===== src/rtl/axi_lite_master_module.sv =====
// rtl/axi_lite_master_module.sv - Single-beat AXI4-Lite initiator driven by a local command/response port.
module axi_lite_master_module #(
    parameter int          C_M_DATA_WIDTH = 32,
    parameter int          C_M_ADDR_WIDTH = 5,
    parameter logic [2:0]  C_M_PROT       = 3'b000
) (
    input  logic                          aclk,
    input  logic                          areset,
    input  logic                          cmd_valid,
    output logic                          cmd_ready,
    input  logic                          cmd_write,
    input  logic [C_M_ADDR_WIDTH-1:0]     cmd_addr,
    input  logic [C_M_DATA_WIDTH-1:0]     cmd_wdata,
    input  logic [C_M_DATA_WIDTH/8-1:0]   cmd_wstrb,
    output logic                          rsp_valid,
    input  logic                          rsp_ready,
    output logic                          rsp_write,
    output logic [C_M_DATA_WIDTH-1:0]     rsp_rdata,
    output logic [1:0]                    rsp_resp,
    output logic [C_M_ADDR_WIDTH-1:0]     m_awaddr,
    output logic [2:0]                    m_awprot,
    output logic                          m_awvalid,
    input  logic                          m_awready,
    output logic [C_M_DATA_WIDTH-1:0]     m_wdata,
    output logic [C_M_DATA_WIDTH/8-1:0]   m_wstrb,
    output logic                          m_wvalid,
    input  logic                          m_wready,
    input  logic [1:0]                    m_bresp,
    input  logic                          m_bvalid,
    output logic                          m_bready,
    output logic [C_M_ADDR_WIDTH-1:0]     m_araddr,
    output logic [2:0]                    m_arprot,
    output logic                          m_arvalid,
    input  logic                          m_arready,
    input  logic [C_M_DATA_WIDTH-1:0]     m_rdata,
    input  logic [1:0]                    m_rresp,
    input  logic                          m_rvalid,
    output logic                          m_rready
);

    typedef enum logic [2:0] {
        IDLE    = 3'd0,
        WR_REQ  = 3'd1,
        WR_RESP = 3'd2,
        RD_REQ  = 3'd3,
        RD_DATA = 3'd4,
        RSP     = 3'd5
    } state_t;

    state_t                        state, state_n;
    logic                          cmd_ready_n;
    logic                          rsp_valid_n, rsp_write_n;
    logic [C_M_DATA_WIDTH-1:0]     rsp_rdata_n;
    logic [1:0]                    rsp_resp_n;
    logic [C_M_ADDR_WIDTH-1:0]     m_awaddr_n, m_araddr_n;
    logic [C_M_DATA_WIDTH-1:0]     m_wdata_n;
    logic [C_M_DATA_WIDTH/8-1:0]   m_wstrb_n;
    logic                          m_awvalid_n, m_wvalid_n, m_bready_n, m_arvalid_n, m_rready_n;

    assign m_awprot = C_M_PROT;
    assign m_arprot = C_M_PROT;

    always_ff @(posedge aclk or posedge areset) begin
        if (areset) begin
            state     <= IDLE;
            cmd_ready <= 1'b0;
            rsp_valid <= 1'b0;
            rsp_write <= 1'b0;
            rsp_rdata <= '0;
            rsp_resp  <= 2'b00;
            m_awaddr  <= '0;
            m_araddr  <= '0;
            m_wdata   <= '0;
            m_wstrb   <= '0;
            m_awvalid <= 1'b0;
            m_wvalid  <= 1'b0;
            m_bready  <= 1'b0;
            m_arvalid <= 1'b0;
            m_rready  <= 1'b0;
        end else begin
            state     <= state_n;
            cmd_ready <= cmd_ready_n;
            rsp_valid <= rsp_valid_n;
            rsp_write <= rsp_write_n;
            rsp_rdata <= rsp_rdata_n;
            rsp_resp  <= rsp_resp_n;
            m_awaddr  <= m_awaddr_n;
            m_araddr  <= m_araddr_n;
            m_wdata   <= m_wdata_n;
            m_wstrb   <= m_wstrb_n;
            m_awvalid <= m_awvalid_n;
            m_wvalid  <= m_wvalid_n;
            m_bready  <= m_bready_n;
            m_arvalid <= m_arvalid_n;
            m_rready  <= m_rready_n;
        end
    end

    always_comb begin
        state_n     = state;
        cmd_ready_n = cmd_ready;
        rsp_valid_n = rsp_valid;
        rsp_write_n = rsp_write;
        rsp_rdata_n = rsp_rdata;
        rsp_resp_n  = rsp_resp;
        m_awaddr_n  = m_awaddr;
        m_araddr_n  = m_araddr;
        m_wdata_n   = m_wdata;
        m_wstrb_n   = m_wstrb;
        m_awvalid_n = m_awvalid;
        m_wvalid_n  = m_wvalid;
        m_bready_n  = m_bready;
        m_arvalid_n = m_arvalid;
        m_rready_n  = m_rready;

        case (state)
            IDLE: begin
                cmd_ready_n = 1'b1;
                if (cmd_valid && cmd_ready) begin
                    cmd_ready_n = 1'b0;
                    rsp_write_n = cmd_write;
                    // Misaligned addresses are rejected locally without touching the bus.
                    if (cmd_addr[1:0] != 2'b00) begin
                        rsp_resp_n  = 2'b10;
                        rsp_rdata_n = '0;
                        rsp_valid_n = 1'b1;
                        state_n     = RSP;
                    end else if (cmd_write) begin
                        m_awaddr_n  = cmd_addr;
                        m_wdata_n   = cmd_wdata;
                        m_wstrb_n   = cmd_wstrb;
                        m_awvalid_n = 1'b1;
                        m_wvalid_n  = 1'b1;
                        state_n     = WR_REQ;
                    end else begin
                        m_araddr_n  = cmd_addr;
                        m_arvalid_n = 1'b1;
                        state_n     = RD_REQ;
                    end
                end
            end
            WR_REQ: begin
                if (m_awvalid && m_awready) m_awvalid_n = 1'b0;
                if (m_wvalid && m_wready)   m_wvalid_n  = 1'b0;
                if (!m_awvalid_n && !m_wvalid_n) begin
                    m_bready_n = 1'b1;
                    state_n    = WR_RESP;
                end
            end
            WR_RESP: begin
                if (m_bvalid && m_bready) begin
                    rsp_resp_n  = m_bresp;
                    rsp_rdata_n = '0;
                    m_bready_n  = 1'b0;
                    rsp_valid_n = 1'b1;
                    state_n     = RSP;
                end
            end
            RD_REQ: begin
                if (m_arvalid && m_arready) begin
                    m_arvalid_n = 1'b0;
                    m_rready_n  = 1'b1;
                    state_n     = RD_DATA;
                end
            end
            RD_DATA: begin
                if (m_rvalid && m_rready) begin
                    rsp_rdata_n = m_rdata;
                    rsp_resp_n  = m_rresp;
                    m_rready_n  = 1'b0;
                    rsp_valid_n = 1'b1;
                    state_n     = RSP;
                end
            end
            RSP: begin
                if (rsp_valid && rsp_ready) begin
                    rsp_valid_n = 1'b0;
                    cmd_ready_n = 1'b1;
                    state_n     = IDLE;
                end
            end
            default: begin
                state_n = IDLE;
            end
        endcase
    end

endmodule


===== config.mk =====
export PLATFORM = sky130hd
export DESIGN_NAME = axi_lite_master_module
export DESIGN_NICKNAME = d
export VERILOG_FILES = /design/src/rtl/axi_lite_master_module.sv
export SDC_FILE = /design/constraint.sdc
export NUM_CORES = 1
export LEC_CHECK = 0
export ABC_AREA = 1
export BUFFER_PORTS_ARGS = -buffer_cell sky130_fd_sc_hd__buf_2
export CORE_UTILIZATION = 47
export CTS_CLUSTER_DIAMETER = 200
export CTS_CLUSTER_SIZE = 28
export DETAILED_ROUTE_END_ITERATION = 7
export GPL_ROUTABILITY_DRIVEN = 0
export HOLD_SLACK_MARGIN = 0.05
export PLACE_DENSITY = 0.8
export SLEW_MARGIN = 20
export SYNTH_ARGS = -nofsm -noshare
export SYNTH_HDL_FRONTEND = slang
export SYNTH_SLANG_ARGS = --single-unit

===== constraint.sdc =====
create_clock -name aclk -period 4.3 [get_ports aclk]
set_clock_uncertainty 0.05 [all_clocks]
set_input_delay 0.86 -clock aclk [delete_from_list [all_inputs] [get_ports aclk]]
set_output_delay 0.86 -clock aclk [all_outputs]
set_load 0.05 [all_outputs]

==> summary.txt <==
outcome: complete, no violations
Final min period: 2.62 ns
antenna viol nets, final: 0
hold slack: 0.424 ns
Total GRT Usage: 21.1%
Layout Nets: 776
total wire length: 9680 um
Cell Area, Synth: 4090 um2
chip height: 95.2 um
design area: 5120 um2
Residual DRC: 0
combinational share of power: 56.8%
RSZ-0062 raised after global routing: no
buffers added on ports: 174
final hold vios: 0
CTS root buffer: clkbuf_8
Seq/Total Area, Yosys: 55.7%
Clock Power Share: 11.6%
final worst slack: 1.68 ns
CTS resizes: 0
Area Growth Syn to Fin: 25.3%
Critical Path Source Type: input pin
I/O pin cnt: 181
Largest stage delay, worst path: 0.68 ns
Net Sw Frac: 56.7%
layout cells sized above 1: 29.5%
initial antenna violation count: 0
Std-Cell Rows: 33
vias in the first global route: 3459
CP Buf/Inv Count: 3
Maximum Capacitance Violations: 0
CTS Buf Count: 9
Mean Syn Cell Area: 7.81 um2
Slowest-stage cell, CP: inv_2
CP Class: in -> reg
die area: 9070 um2
initial DRC count: 140
Place WS: 1.35 ns
via count: 3750
Antenna diodes: 0
Worst Path Arrival: 2.85 ns
part of the power in registers: 31.6%
Initial Util: 49.2%
final setup fails: 0
Pwr per Cell Area: 911 nW/um2
Die X: 95.2 um
worst slew pin tran: 0.790 ns
CP endpoint kind: flip-flop
post-route clock period utilization: 61.0%
Cell variety after synth: 21
Ys Warns: 0
Cells after Synth: 523
Initial DRT Pass Iterations: 4
grt total ovfl: 0
Setup Fix Bufs, Post-CTS: 0
per-cell routed wire length: 12.1 um
worst-path cell chain: buf_2, nor2_1, inv_1, nor2_1, nand2_2, inv_2, nand2_1, nand2_1
Core ar.: 8300 um2
global-route wire length before repair: 15000 um
Clock Pin Slew Worst Setup and Hold Paths: 0.09 ns
leak pwr: 0.00329 uW
Top delay family on crit path: simple AND/OR/NAND/NOR gates
Clock Tree Buf Depth: 2
Internal Power: 2020 uW
htree depth: 3
Slew HR: 47.2%
Peak Freq: 0.382 GHz
Post-CTS Hold Fix Bufs: 0
Worst Path Max Fanout: 43
P_sw: 2650 uW
Hold WC Path Type: reg -> reg
WP data required: 4.53 ns
FF+latch count, synth: 91
Sum Neg Setup Slack: 0 ns
Clock Sinks: 91
hpwl dp: 6980 um
later-pin clock latency in the skew report: 0.34 ns
Worst VDD drop: 0.401 mV
Max Transition Viols Final: 0
CTS tree: built
pin count of the biggest net entering global routing: 63
Avg Vias per Cell: 4.69
placed instance area: 4930 um2
==> per-layer routing <==
layer	routed length, um	GRT usage [%]	part of all wire [%]
met5	0	0	0
met4	190	9.22	2.0
met3	636	4.47	6.6
met2	4770	36.7	49
met1	4070	25.1	42
==> cells in the mapped netlist (all sizes together) <==
master,n,share of area [%]
nand2,266,25
dfrtp,91,56
inv,57,5.2
nor2,50,5.1
buf,20,4.2
nand3,13,1.6
o21ai,12,1.5
clkbuf,6,0.55
a21oi,2,0.24
and2,1,0.15
conb,1,0.092
nand4,1,0.31
o211ai,1,0.18
o21a,1,0.18
o31ai,1,0.18
==> cells by family after synthesis <==
group                  share of synthesized area [%]
other                                         0.0918
buffers and inverters                           9.98
DFF                                             55.7
and+or+nand+nor                                 31.9
AOI/OAI and AO/OA                               2.27
==> final timing paths <==
kind | start | to | slack [ns] | depth (start not counted)
min reg2reg | rsp_rdata[5]$_DFFE_PP0P_ | rsp_rdata[5]$_DFFE_PP0P_ | 0.42 | 2
min | rsp_rdata[5]$_DFFE_PP0P_ | rsp_rdata[5]$_DFFE_PP0P_ | 0.42 | 2
max | cmd_addr[0] | m_wdata[30]$_DFFE_PP0P_ | 1.68 | 8
max in group asynchronous | areset | m_wdata[23]$_DFFE_PP0P_ | 2.89 | 3
min in group asynchronous | areset | m_wdata[21]$_DFFE_PP0P_ | 0.59 | 2
max reg2reg | state[2]$_DFFE_PP0P_ | m_wdata[30]$_DFFE_PP0P_ | 1.83 | 7
==> final cells by class <==
type | count | area [um2]
Clock buffer | 10 | 138
Inverter | 57 | 216
Sequential cell | 91 | 2280
Tap cell | 105 | 131
Multi-Input combinational cell | 354 | 1420
Timing Repair Buffer | 176 | 886
Clock inverter | 6 | 48.8
Fill cell | 787 | 3180
==> metrics by stage <==
step                total power, uW  util, %  std cells
global placement               4080     59.4        783
global route                   4950     61.7        799
CTS                            4700     61.6        799
detailed placement             4150     59.4        783
floorplan                      3580        -        528
finish                         4670     61.7        799
==> flip-flops by register name, indices dropped and copies added (netlist names), 2 cells and up <==
register,count
m_wstrb,4
m_awaddr,5
rsp_rdata,32
m_wdata,32
rsp_resp,2
state,3
m_araddr,5
==> placed cells by master, fill, tap and decap left out, types with 2 or more instances in the layout <==
master | Yosys | routed
nand2_1 | 263 | 262
nand3_1 | 13 | 13
clkbuf_8 | 0 | 10
nor2_1 | 47 | 47
inv_2 | 4 | 4
nand2_2 | 2 | 3
buf_4 | 11 | 2
o21ai_0 | 12 | 12
dfrtp_1 | 91 | 91
conb_1 | 1 | 6
buf_2 | 2 | 174
inv_1 | 53 | 52
nor2_4 | 3 | 3
clkinvlp_4 | 0 | 2
a21oi_1 | 2 | 2
==> power by group through the flow <==
stage	Combinational (uW)	Sequential [uW]	Clock, uW
after global routing	2840	1520	593
after CTS	2670	1470	560
after detailed placement	2670	1480	0
final	2650	1470	542
after global placement	2610	1470	0
after floorplan	869	2710	0
==> tightest hold or removal path: stages, from the launching register on <==
cell and delay [ns]:
dfrtp_1 0.35, nand2_1 0.05, nand2_1 0.04
Power figures use the tool's default switching activity.
